File: src/rtl/alu_reservation_station_pkg.sv
// Shared types for the ALU reservation station: ALU opcodes, ROB tags,
// the common data bus beat and the per-entry station record.
package alu_reservation_station_pkg;

  typedef logic [2:0] lc3b_rob_tag;

  typedef enum logic [2:0] {
    alu_add  = 3'd0,
    alu_and  = 3'd1,
    alu_not  = 3'd2,
    alu_pass = 3'd3,
    alu_sll  = 3'd4,
    alu_srl  = 3'd5,
    alu_sra  = 3'd6
  } lc3b_aluop;

  // One CDB beat: valid, produced value, and the ROB tag that produced it.
  typedef struct packed {
    logic        valid;
    logic [15:0] data;
    lc3b_rob_tag tag;
  } lc3b_cdb;

  // One station entry; each operand is either a value (rdy=1) or a tag.
  typedef struct packed {
    logic        busy;
    lc3b_aluop   aluop;
    lc3b_rob_tag dest_tag;
    logic        j_rdy;
    logic [15:0] j_val;
    lc3b_rob_tag j_tag;
    logic        k_rdy;
    logic [15:0] k_val;
    lc3b_rob_tag k_tag;
  } rs_entry;

  // True when a still-waiting operand is satisfied by the current CDB beat.
  function automatic logic cdb_hit(input logic rdy, input lc3b_rob_tag tag,
                                   input lc3b_cdb bus);
    return !rdy && bus.valid && (bus.tag == tag);
  endfunction

endpackage

File: src/rtl/rs_age_select.sv
// Oldest-ready picker: grants the ready entry that no other ready entry is
// older than. age[i][j]=1 means entry i is older than entry j.
module rs_age_select #(
  parameter int N = 4
) (
  input  logic [N-1:0]        ready,
  input  logic [N-1:0][N-1:0] age,
  output logic [N-1:0]        grant
);

  genvar gi, gj;
  generate
    for (gi = 0; gi < N; gi++) begin : g_col
      // older_col[j]=1 when entry j is older than entry gi
      logic [N-1:0] older_col;
      for (gj = 0; gj < N; gj++) begin : g_row
        assign older_col[gj] = age[gj][gi];
      end
      assign grant[gi] = ready[gi] & ~|(ready & older_col);
    end
  endgenerate

endmodule

File: src/rtl/alu_reservation_station.sv
// ALU reservation-station bank: holds issued ops until both operands are
// known (directly or via CDB snoop) and hands the oldest ready one to the ALU.
module alu_reservation_station
  import alu_reservation_station_pkg::*;
#(
  parameter int NUM_ENTRIES = 4,
  parameter int TAG_W       = 3
) (
  input  logic             clk,
  input  logic             rst,
  input  logic             flush,
  input  logic             issue_valid,
  output logic             issue_ready,
  input  lc3b_aluop        issue_aluop,
  input  logic [TAG_W-1:0] issue_dest_tag,
  input  logic             issue_j_rdy,
  input  logic [15:0]      issue_j_val,
  input  logic [TAG_W-1:0] issue_j_tag,
  input  logic             issue_k_rdy,
  input  logic [15:0]      issue_k_val,
  input  logic [TAG_W-1:0] issue_k_tag,
  input  lc3b_cdb          cdb,
  input  logic             fu_ready,
  output logic             disp_valid,
  output lc3b_aluop        disp_aluop,
  output logic [15:0]      disp_a,
  output logic [15:0]      disp_b,
  output logic [TAG_W-1:0] disp_tag
);

  localparam int N = NUM_ENTRIES;

  logic [N-1:0]        busy_vec;
  logic [N-1:0]        ready_vec;
  logic [N-1:0]        grant;
  logic [N-1:0]        free_vec;
  logic [N-1:0]        issue_sel;
  logic [N-1:0][N-1:0] age_mat;
  logic                issue_fire;
  logic                disp_fire;
  rs_entry             new_entry;
  rs_entry             entry_masked [N];
  rs_entry             disp_entry;

  // Free-slot tracking: ready to accept whenever any slot is idle; the new
  // op lands in the lowest-index free slot (isolated lowest set bit).
  assign free_vec    = ~busy_vec;
  assign issue_ready = |free_vec;
  assign issue_sel   = free_vec & (~free_vec + N'(1));
  assign issue_fire  = issue_valid && issue_ready && !flush;
  assign disp_fire   = disp_valid && fu_ready && !flush;

  // Build the incoming entry, picking up an operand broadcast on the CDB
  // in the very cycle it is issued.
  always_comb begin
    new_entry          = '0;
    new_entry.busy     = 1'b1;
    new_entry.aluop    = issue_aluop;
    new_entry.dest_tag = issue_dest_tag;
    new_entry.j_rdy    = issue_j_rdy;
    new_entry.j_val    = issue_j_val;
    new_entry.j_tag    = issue_j_tag;
    new_entry.k_rdy    = issue_k_rdy;
    new_entry.k_val    = issue_k_val;
    new_entry.k_tag    = issue_k_tag;
    if (cdb_hit(issue_j_rdy, issue_j_tag, cdb)) begin
      new_entry.j_rdy = 1'b1;
      new_entry.j_val = cdb.data;
    end
    if (cdb_hit(issue_k_rdy, issue_k_tag, cdb)) begin
      new_entry.k_rdy = 1'b1;
      new_entry.k_val = cdb.data;
    end
  end

  genvar gi;
  generate
    for (gi = 0; gi < N; gi++) begin : g_entry
      rs_entry      entry_q, entry_d;
      logic [N-1:0] age_row_q, age_row_d;

      assign busy_vec[gi]     = entry_q.busy;
      assign ready_vec[gi]    = entry_q.busy & entry_q.j_rdy & entry_q.k_rdy;
      assign age_mat[gi]      = age_row_q;
      assign entry_masked[gi] = grant[gi] ? entry_q : '0;

      // Per-entry next state: CDB capture, dispatch release, issue load,
      // age-row update, and flush clearing everything.
      always_comb begin
        entry_d   = entry_q;
        age_row_d = age_row_q;
        if (entry_q.busy && cdb_hit(entry_q.j_rdy, entry_q.j_tag, cdb)) begin
          entry_d.j_rdy = 1'b1;
          entry_d.j_val = cdb.data;
        end
        if (entry_q.busy && cdb_hit(entry_q.k_rdy, entry_q.k_tag, cdb)) begin
          entry_d.k_rdy = 1'b1;
          entry_d.k_val = cdb.data;
        end
        if (disp_fire && grant[gi]) begin
          entry_d.busy = 1'b0;
        end
        if (issue_fire) begin
          if (issue_sel[gi]) begin
            // newcomer is older than nobody
            entry_d   = new_entry;
            age_row_d = '0;
          end else begin
            // every currently busy entry is older than the newcomer
            age_row_d = (age_row_q & ~issue_sel) | (entry_q.busy ? issue_sel : '0);
          end
        end
        if (flush) begin
          entry_d   = '0;
          age_row_d = '0;
        end
      end

      // Entry and age-row registers with synchronous reset.
      always_ff @(posedge clk) begin
        if (rst) begin
          entry_q   <= '0;
          age_row_q <= '0;
        end else begin
          entry_q   <= entry_d;
          age_row_q <= age_row_d;
        end
      end
    end
  endgenerate

  rs_age_select #(.N(N)) u_age_select (
    .ready (ready_vec),
    .age   (age_mat),
    .grant (grant)
  );

  // One-hot grant makes an OR-reduction of masked entries a clean mux;
  // with no grant every field collapses to zero.
  always_comb begin
    disp_entry = '0;
    for (int i = 0; i < N; i++) begin
      disp_entry = disp_entry | entry_masked[i];
    end
  end

  assign disp_valid = |ready_vec;
  assign disp_aluop = disp_entry.aluop;
  assign disp_a     = disp_entry.j_val;
  assign disp_b     = disp_entry.k_val;
  assign disp_tag   = disp_entry.dest_tag;

endmodule

File: config.mk
export PLATFORM = sky130hd
export DESIGN_NAME = alu_reservation_station
export DESIGN_NICKNAME = d
export VERILOG_FILES = /design/src/rtl/alu_reservation_station_pkg.sv /design/src/rtl/rs_age_select.sv /design/src/rtl/alu_reservation_station.sv
export SDC_FILE = /design/constraint.sdc
export NUM_CORES = 1
export LEC_CHECK = 0
export CAP_MARGIN = 25
export CELL_PAD_IN_SITES_DETAIL_PLACEMENT = 0
export CELL_PAD_IN_SITES_GLOBAL_PLACEMENT = 1
export CORE_ASPECT_RATIO = 1.1
export CORE_MARGIN = 4
export CORE_UTILIZATION = 48
export CTS_BUF_LIST = sky130_fd_sc_hd__clkbuf_16
export CTS_CLUSTER_SIZE = 12
export DETAILED_ROUTE_END_ITERATION = 8
export PLACE_DENSITY = 0.84
export SLEW_MARGIN = 10
export SYNTH_ARGS = -nofsm -noshare
export SYNTH_HDL_FRONTEND = slang
export SYNTH_SLANG_ARGS = --single-unit
File: constraint.sdc
create_clock -name clk -period 4.9 [get_ports clk]
set_clock_uncertainty 0.2 [all_clocks]
set_input_delay 0.49 -clock clk [delete_from_list [all_inputs] [get_ports clk]]
set_output_delay 0.49 -clock clk [all_outputs]
set_load 0.02 [all_outputs]
==> run metrics, run 1 <==
post-CTS setup buffers=0; commonest non-fill, non-tap cell in the layout=a211oi_1; Final Cycle Share=0.804; Critical Path AT=~3.3 ns; clk root buf=clkbuf_16; Place WS=1.20 ns; # rows=between 50 and 60; via count=9792; Setup Viol. Count Final=0; die area=around 0.026 sq mm; crit path kind=reg2out; CTS Buffer Depth=3; Iter 0 DRT Violations=slightly below 1000; Pins Over Slew Limit=0; I/O pins=about 110; fraction of registers with async set/reset=0; CP required=approximately 4.2 ns; most frequent cells in the layout=a211oi_1, dfxtp_1, nand2_1, mux2i_1, clkdlybuf4s50_1; final instance area=approximately 0.013 sq mm; reg2reg path depth=5; fin worst setup slack=approximately 0.96 ns; Primary FF master, synth=dfxtp_1; Hold WC Path Type=reg2reg; die height=about 170 um; Seq cells post-synth=204; initial antenna violation count=0; H-tree levels=1; synthesized area per cell=between 9 and 10 sq um; placed cell area=0.0122 sq mm; Initial DRT Pass Iterations=8; GRT Util Overall=0.252; FMAX=0.254 GHz; Synth Net Count=~1300; ant diodes=0; TritonCTS Buffers=23; fillers=2118; number of cells on the worst hold path=2; Routed WL=about 34 mm; Cells after Synth=around 1200; Core ar.=about 0.023 sq mm; RSZ-0062 raised after global routing=false; hold_sp=g_entry[1].entry_q[43]$_SDFFE_PP0P_; via density per instance=between 6 and 7; ratio of cells with drive above 1 in the final layout=0.112; Final Critical Period=3.94 ns; post-CTS resize count=0; latest clock arrival within the worst-skew pair=between 0.5 and 0.6 ns; CTS tree=yes; IO buf count=110; crit path launch type=register; Post-synth EDFFs=0; first-pass GRT wire length=roughly 53 mm; area growth from synthesis to layout=16.2%; cell taking the most area after synthesis=dfxtp_1; clock-pin slew on the worst setup and hold paths=approximately 0.06 ns; worst-path maximum fanout=39; setup_tns=0 ns; max_cap viols=0; Leak=4.02 nW; DRT antenna net count=0; routed len/inst=~22 um; Reg2Reg Launch Point=busy_vec[1]$_SDFF_PP0_; final hold vios=0; worst-margin pin slew=between 0.9 and 1 ns; outcome=completed; GPL Wtd Cong=0.787; Starting Density=0.486; Die X-Extent=around 150 um; Post-route DRC=0; power per cell area=about 280 mW/mm^2; YS warnings=0; HPWL after detailed placement=20.0 mm; Worst R2R End=g_entry[2].entry_q[26]$_SDFF_PP0_; reg2reg setup slack=2.04 ns; grt total ovfl=0; relative slew slack=0.351; fin nets=1304; worst vdd ir=~0.00019 V; top post-synthesis cells by area=dfxtp_1, a211oi_1, mux2i_1, nand2_1, a211oi_2; CP Capture Type=output port; synthesized cell area=between 0.01 and 0.015 sq mm; largest net degree at the start of global routing=a little over 80; top cell type's share of synthesized area=0.369; Endpoint, Worst Hold=g_entry[1].entry_q[43]$_SDFFE_PP0P_; Seq/Total Area, Yosys=0.369; count of cell types in the netlist=39; Sink Count=between 200 and 250; Hold-fix buffers, CTS=0; vias in the first global route=~9500
## layer usage
layer	global-route usage	vias to the layer above	share of wire
met1	0.332	4766	0.43
met2	0.433	336	0.49
li1	-	4634	-
met5	0	-	0
met3	0.0323	56	0.062
met4	0.0732	0	0.021
## power breakdown
part | leakage (nW) | internal, mW | switching [mW]
registers | 1.65 | 1.67 | 0.0103
logic | 2.00 | 0.111 | 0.214
clock network | 0.372 | 0.953 | 0.691
## cell type report
| type | count | area (sq um) | share of cell area |
|---|---|---|---|
| Sequential cell | 204 | 4080 | 0.317 |
| Clock inverter | 18 | 130 | 0.0101 |
| Inverter | 34 | 128 | 0.00992 |
| Multi-Input combinational cell | 825 | 6130 | 0.476 |
| Timing Repair Buffer | 145 | 1450 | 0.113 |
| Tap cell | 300 | 375 | 0.0292 |
| Clock buffer | 23 | 576 | 0.0447 |
## worst max-delay path, cell delays in order (launching register included)
cell and delay (ns):
dfxtp_1 0.72, and4b_1 0.29, and4_1 0.18, buf_4 0.52, a222oi_1 0.23, nand2_1 0.16
clkdlybuf4s50_1 0.62
## logic make-up after synthesis
| family | synth area share |
|---|---|
| AOI/OAI and AO/OA | 0.287 |
| and+or+nand+nor | 0.115 |
| DFF | 0.369 |
| buffers and inverters | 0.0850 |
| muxes | 0.117 |
| xor gates and xnor gates | 0.0278 |
## registers in the layout, indices dropped and copies added (netlist names)
signal / flops
busy_vec: 4
g_entry.entry_q: 184
g_entry.age_row_q: 16
## synth_stat cells, types with 15 or more instances
cell type and instances:
a21oi_1 52, nand2_1 175, buf_1 22, xor2_1 24, buf_2 37, mux2i_1 129, inv_1 34, buf_4 15
a211oi_1 206, clkbuf_1 70, dfxtp_1 204, nor3_1 29, a41oi_1 32, a222oi_1 38, a211oi_2 50
## metrics by stage
step           std cells   util  power [mW]  hold WS [ns]
4_1_cts             1549  0.565        3.67         0.256
2_1_floorplan       1223      -        1.91         0.236
6_report            1549  0.565        3.65         0.254
3_3_place_gp        1508  0.534        2.04         0.242
5_1_grt             1549  0.565        3.76         0.270
3_5_place_dp        1508  0.534        2.04         0.247
## worst max path at each step
stage                                start                                 to  slack [ns]  cells after the start
floorplan           busy_vec[0]$_SDFF_PP0_                         disp_a[10]        2.62                      7
global placement                    cdb[0]  g_entry[2].entry_q[37]$_SDFF_PP0_        1.20                      6
detailed placement                  cdb[0]  g_entry[1].entry_q[33]$_SDFF_PP0_        1.20                      6
CTS                 busy_vec[1]$_SDFF_PP0_                         disp_b[13]        0.95                      6
global route        busy_vec[1]$_SDFF_PP0_                         disp_b[13]        0.84                      6
finish              busy_vec[1]$_SDFF_PP0_                         disp_b[13]        0.96                      6
(Power assumes the default switching activity.)
==> inputs of run 2 (changes only) <==
- CORE_UTILIZATION: 48 -> 40
- PLACE_DENSITY: 0.84 -> 0.75
- clock period: 4.9 -> 3.2 ns (I/O delays scaled with it)
==> run 2 against run 1 <==
Compared with the run above:
- global-route usage decreased by 3.3 points
- wire length is 3.3% higher
- clock power rose by 51%
- sequential share of layout area decreased by 0.72 points
- highest routed layer unchanged
==> run metrics, run 2 (synthesis gave the netlist of run 1 again) <==
Initial DRT Pass Iterations=6 (was 8); Setup Viol. Count Final=0 (unchanged); Die X-Extent=167 um (was 153 um); grt total ovfl=0 (unchanged); crit path kind=reg2out (unchanged); max_cap viols=0 (unchanged); routed len/inst=21.5 um (was 21.8 um); Comb pwr share=0.093 (was 0.089); initial antenna violation count=0 (unchanged); relative slew slack=0.339 (was 0.351); die height=183 um (was 167 um); TritonCTS Buffers=25 (was 23); crit path buf inv count=2 (unchanged); # rows=63 (was 58); Layout Utilization=0.488 (was 0.565); Pins Over Slew Limit=0 (unchanged); Post-route DRC=0 (unchanged); die area=0.0304 sq mm (was 0.0256 sq mm); Net Switching=1.43 mW (was 0.915 mW); worst-margin pin slew=0.987 ns (was 0.968 ns); FMAX=0.321 GHz; CP cell instances=and4b_1, and4_1, buf_12, a222oi_1, nand2_1, clkdlybuf4s50_1 (was and4b_1, and4_1, buf_4, a222oi_1, nand2_1, clkdlybuf4s50_1); Internal Power=4.14 mW (was 2.74 mW); fin nets=1323 (was 1304); Routed WL=34.8 mm (was 33.7 mm); CP required=2.68 ns (was 4.21 ns); Max stage delay cell, worst path=clkdlybuf4s50_1 (was dfxtp_1); HPWL after detailed placement=21.2 mm (was 20.0 mm); crit path launch type=register (unchanged); Hold-fix buffers, CTS=0 (unchanged); Critical Path AT=2.60 ns (was 3.25 ns); Largest register FFs=184 (unchanged); worst vdd ir=0.000349 V (was 0.000191 V); DRT antenna net count=0 (unchanged); post-layout power=5.57 mW (was 3.65 mW); Final Critical Period=3.12 ns; worst-path maximum fanout=31 (was 39); Hold WC Path Type=in2reg (was reg2reg); latest clock arrival within the worst-skew pair=0.52 ns (about the same); Iter 0 DRT Violations=875 (was 966); I/O pins=111 (unchanged); most frequent cells in the layout=a211oi_1, dfxtp_1, nand2_1, mux2i_1, clkdlybuf4s50_1 (unchanged); CTS tree=yes (unchanged); IO buf count=110 (unchanged); CTS Buffer Depth=3 (unchanged); GRT Util Overall=0.219 (was 0.252); clk root buf=clkbuf_16 (unchanged); ant diodes=0 (unchanged); RSZ-0062 raised after global routing=false (unchanged); CP Capture Type=output port (unchanged); Starting Density=0.409 (was 0.486); power per cell area=421 mW/mm^2 (was 284 mW/mm^2); Reg with most FFs=g_entry.entry_q (unchanged); vias in the first global route=9645 (was 9541); GPL Wtd Cong=0.851 (was 0.787); switching share of total power=0.256 (was 0.251); clock-pin slew on the worst setup and hold paths=0.06 ns (about the same); CP max stage delay=0.55 ns (was 0.72 ns); via count=9838 (was 9792); Final Cycle Share=0.974; via density per instance=6.07 (was 6.32); Leak=4.32 nW (was 4.02 nW); Seq pwr share=0.463 (was 0.461); outcome=completed (unchanged); largest net degree at the start of global routing=77 (was 82); H-tree levels=1 (unchanged); first-pass GRT wire length=55.0 mm (was 53.2 mm); Sink Count=204 (unchanged); commonest non-fill, non-tap cell in the layout=a211oi_1 (unchanged); fillers=2624 (was 2118); Clock power frac=0.444 (was 0.450); ratio of cells with drive above 1 in the final layout=0.134 (was 0.112); final hold vios=0 (unchanged); Core ar.=0.0271 sq mm (was 0.0228 sq mm); setup_tns=0 ns (unchanged); area growth from synthesis to layout=19.4% (was 16.2%); delay-heaviest family, CP=buffers and inverters (unchanged)
[run 2: worst paths after layout]
kind         cells past startpoint  slack (ns)                           startpoint                                  end
max                              6        0.08    g_entry[0].entry_q[19]$_SDFF_PP0_                            disp_b[1]
min                              3        0.25                       issue_aluop[1]  g_entry[1].entry_q[44]$_SDFFE_PP0P_
max reg2reg                      6        0.93               busy_vec[2]$_SDFF_PP0_    g_entry[3].entry_q[26]$_SDFF_PP0_
min reg2reg                      2        0.25  g_entry[1].entry_q[43]$_SDFFE_PP0P_  g_entry[1].entry_q[43]$_SDFFE_PP0P_
[run 2: per-stage QoR]
stage / hold WS (ns) / setup slack, ns / instance area, sq um / cells
final: 0.252 / 0.0832 / 13200 / 1622
after global routing: 0.258 / 0.00496 / 13200 / 1622
after CTS: 0.238 / 0.00112 / 13200 / 1622
after detailed placement: 0.247 / 0.184 / 12500 / 1582
after global placement: 0.243 / 0.254 / 12500 / 1582
after floorplan: 0.236 / 1.09 / 11100 / 1223
[run 2: power groups by stage]
stage	combinational, mW	sequential [mW]	clock, mW
after floorplan	0.302	2.63	0
after global placement	0.511	2.63	0
after detailed placement	0.513	2.63	0
after CTS	0.515	2.58	2.52
after global routing	0.553	2.58	2.63
final	0.518	2.58	2.47
[run 2: per-layer routing]
metal,share of wire,up-vias,GRT usage
li1,-,4683,-
met1,0.44,4800,0.290
met2,0.49,304,0.376
met3,0.056,51,0.0336
met4,0.018,0,0.0547
met5,0,-,0
[run 2: worst reg2reg max path, cell delays in order (launching register included)]
cell and delay (ns):
dfxtp_2 0.43, buf_4 0.20, nand3_1 0.11, or3_2 0.48
buf_4 0.33, a211oi_1 0.28, a211oi_1 0.08
[run 2: cell type report]
type	instances	area (sq um)	share of cell area
Multi-Input combinational cell	825	6120	0.463
Inverter	34	128	0.00965
Tap cell	357	447	0.0338
Timing Repair Buffer	162	1740	0.131
Sequential cell	204	4100	0.310
Clock inverter	15	65.1	0.00492
Clock buffer	25	626	0.0473
[run 2: repair_timing]
item | 4_1_cts | 5_1_grt
gates resized for setup | 16 | 14
setup buffers | 0 | 0
endpoints found under the hold margin | 0 | 0
pin swaps | 5 | 6
setup endpoints to repair | 38 | 26
==> inputs of run 3 (changes only) <==
- CTS_CLUSTER_DIAMETER: default -> 50
- GPL_ROUTABILITY_DRIVEN: default -> 0
- SKIP_LAST_GASP: default -> 1
==> run 3 against run 2 <==
Compared with the run above:
- critical path depth stayed put
- global-route usage is 0.16 points higher
- register-to-register slack worse by 0.02 ns
- wire length is 0.11% lower
- via count is 0.61% higher
- sequential power hardly changed
- largest cell class unchanged
- highest routed layer unchanged
- worst setup slack worse by 0.011 ns
- sequential share of layout area is 0.76 points lower
- clock power is 37% higher
- largest power group is now clock
- critical path type unchanged
- combinational power hardly changed
- flip-flop and latch count stayed put
- fmax is 0.34% lower
==> run metrics, run 3 (synthesis gave the netlist of run 1 again) <==
outcome=completed (unchanged); TritonCTS Buffers=30 (was 25); grt total ovfl=0 (unchanged); Starting Density=0.409 (unchanged); vias in the first global route=9827 (was 9645); IO buf count=110 (unchanged); area growth from synthesis to layout=22.4% (was 19.4%); ratio of cells with drive above 1 in the final layout=0.150 (was 0.134); FMAX=0.320 GHz (was 0.321 GHz); GRT Util Overall=0.221 (was 0.219); latest clock arrival within the worst-skew pair=0.56 ns (was 0.52 ns); Final Cycle Share=0.977 (was 0.974); ant diodes=0 (unchanged); via count=9898 (was 9838); CP required=2.68 ns (about the same); crit path buf inv count=2 (unchanged); crit path launch type=register (unchanged); reg2reg path depth=6 (unchanged); CP startpoint=g_entry[1].entry_q[19]$_SDFF_PP0_ (was g_entry[0].entry_q[19]$_SDFF_PP0_); die height=183 um (unchanged); post-CTS setup buffers=0 (unchanged); power per cell area=479 mW/mm^2 (was 421 mW/mm^2); die area=0.0304 sq mm (unchanged); via density per instance=6.04 (was 6.07); worst vdd ir=0.000392 V (was 0.000349 V); worst-margin pin slew=1.01 ns (was 0.987 ns); Endpoint, Worst Hold=g_entry[1].entry_q[44]$_SDFFE_PP0P_ (unchanged); Worst R2R End=g_entry[3].entry_q[13]$_SDFF_PP0_ (was g_entry[3].entry_q[26]$_SDFF_PP0_); Hold-fix buffers, CTS=0 (unchanged); fin nets=1328 (was 1323); Die X-Extent=167 um (unchanged); worst-path maximum fanout=30 (was 31); H-tree levels=1 (unchanged); CP cell instances=and4b_1, and4_2, buf_12, a222oi_1, nand2_1, clkdlybuf4s50_1 (was and4b_1, and4_1, buf_12, a222oi_1, nand2_1, clkdlybuf4s50_1); Routed WL=34.8 mm (about the same); final hold vios=0 (unchanged); Reg2Reg Launch Point=busy_vec[1]$_SDFF_PP0_ (was busy_vec[2]$_SDFF_PP0_); Reg with most FFs=g_entry.entry_q (unchanged); fillers=2587 (was 2624); routed len/inst=21.2 um (was 21.5 um); Setup Viol. Count Final=0 (unchanged); post-layout power=6.49 mW (was 5.57 mW); clk root buf=clkbuf_16 (unchanged); CTS Buffer Depth=3 (unchanged); max_cap viols=0 (unchanged); largest net degree at the start of global routing=77 (unchanged); CP Capture Type=output port (unchanged); Hold WC Path Type=in2reg (unchanged); first-pass GRT wire length=55.6 mm (was 55.0 mm); reg2reg setup slack=0.91 ns (was 0.93 ns); clock-pin slew on the worst setup and hold paths=0.06 ns (about the same); placed cell area=0.0125 sq mm (unchanged); fin worst setup slack=0.0725 ns (was 0.0832 ns); Place WS=0.184 ns (unchanged); Core ar.=0.0271 sq mm (unchanged); final instance area=0.0136 sq mm (was 0.0132 sq mm); number of cells on the worst hold path=3 (unchanged); Layout Utilization=0.500 (was 0.488); CTS tree=yes (unchanged); commonest non-fill, non-tap cell in the layout=a211oi_1 (unchanged); Initial DRT Pass Iterations=7 (was 6); HPWL after detailed placement=21.2 mm (unchanged); DRT antenna net count=0 (unchanged); Final Critical Period=3.13 ns (was 3.12 ns); multi-input combinational cell area=0.00612 sq mm (unchanged); FF+latch area=0.00410 sq mm (unchanged); relative slew slack=0.320 (was 0.339); Pins Over Slew Limit=0 (unchanged); Critical Path AT=2.61 ns (was 2.60 ns); # rows=63 (unchanged); Largest register FFs=184 (unchanged); RSZ-0062 raised after global routing=false (unchanged); Leak=4.49 nW (was 4.32 nW); hold_sp=issue_aluop[1] (unchanged); delay-heaviest family, CP=buffers and inverters (unchanged); crit path kind=reg2out (unchanged); CP max stage delay=0.54 ns (was 0.55 ns); most frequent cells in the layout=a211oi_1, dfxtp_1, nand2_1, mux2i_1, clkdlybuf4s50_1 (unchanged); Post-route DRC=0 (unchanged); Max stage delay cell, worst path=clkdlybuf4s50_1 (unchanged); Sink Count=204 (unchanged); initial antenna violation count=0 (unchanged); I/O pins=111 (unchanged); Iter 0 DRT Violations=829 (was 875)
==> run 3: cell types whose count changed in the layout (fill, tap and decap cells not counted), moves of 2 or more <==
cell             delta
clkinvlp_4          +8
clkbuf_16           +5
bufinv_16           +5
dlygate4sd2_1      +11
clkinv_2            +3
clkinv_4            +2
clkinv_1            -6
clkdlybuf4s50_1    -10
==> run 3: routing by layer <==
layer	part of all wire	track usage
met2	0.49	0.378
met1	0.43	0.290
met3	0.062	0.0351
met4	0.021	0.0602
met5	0	0
==> run 3: timing repair <==
action,4_1_cts,5_1_grt
setup endpoints to repair,38,18
pin swaps,5,2
gates resized for setup,25,15
==> run 3: where the power goes <==
part           total, mW  internal, mW  switching [mW]
Sequential          2.58          2.56          0.0147
Combinational      0.517         0.185           0.332
Clock               3.39          2.12            1.28
Total               6.49          4.87            1.62
==> run 3: how the worst max path moves through the flow <==
stage	to	slack, ns	cells past startpoint
CTS	disp_aluop[2]	-0.007	6
global placement	g_entry[1].entry_q[18]$_SDFF_PP0_	0.25	6
global route	disp_a[15]	0.002	6
floorplan	disp_a[10]	1.09	7
finish	disp_b[3]	0.07	6
detailed placement	g_entry[2].entry_q[6]$_SDFF_PP0_	0.18	6
==> run 3: worst min-delay path: cells and delay by family <==
| family | cells | cell delay (ns) |
|---|---|---|
| buffers and inverters | 1 | 0.47 |
| and+or+nand+nor | 1 | 0.09 |
| AOI/OAI and AO/OA | 1 | 0.05 |
==> run 3: final cells by class <==
cell class	count	area share
multi-input cells	825	0.452
clock inverters	26	0.0213
inverters	34	0.00941
repair buffers	162	0.127
flip-flops and latches	204	0.302
well taps	357	0.0329
clock buffers	30	0.0554
==> run 3: metrics by stage <==
stage / hold slack (ns) / instances / TNS, ns
after floorplan: 0.236 / 1223 / 0
after global placement: 0.243 / 1582 / 0
after detailed placement: 0.247 / 1582 / 0
after CTS: 0.204 / 1638 / -0.00672
after global routing: 0.226 / 1638 / 0
final: 0.220 / 1638 / 0
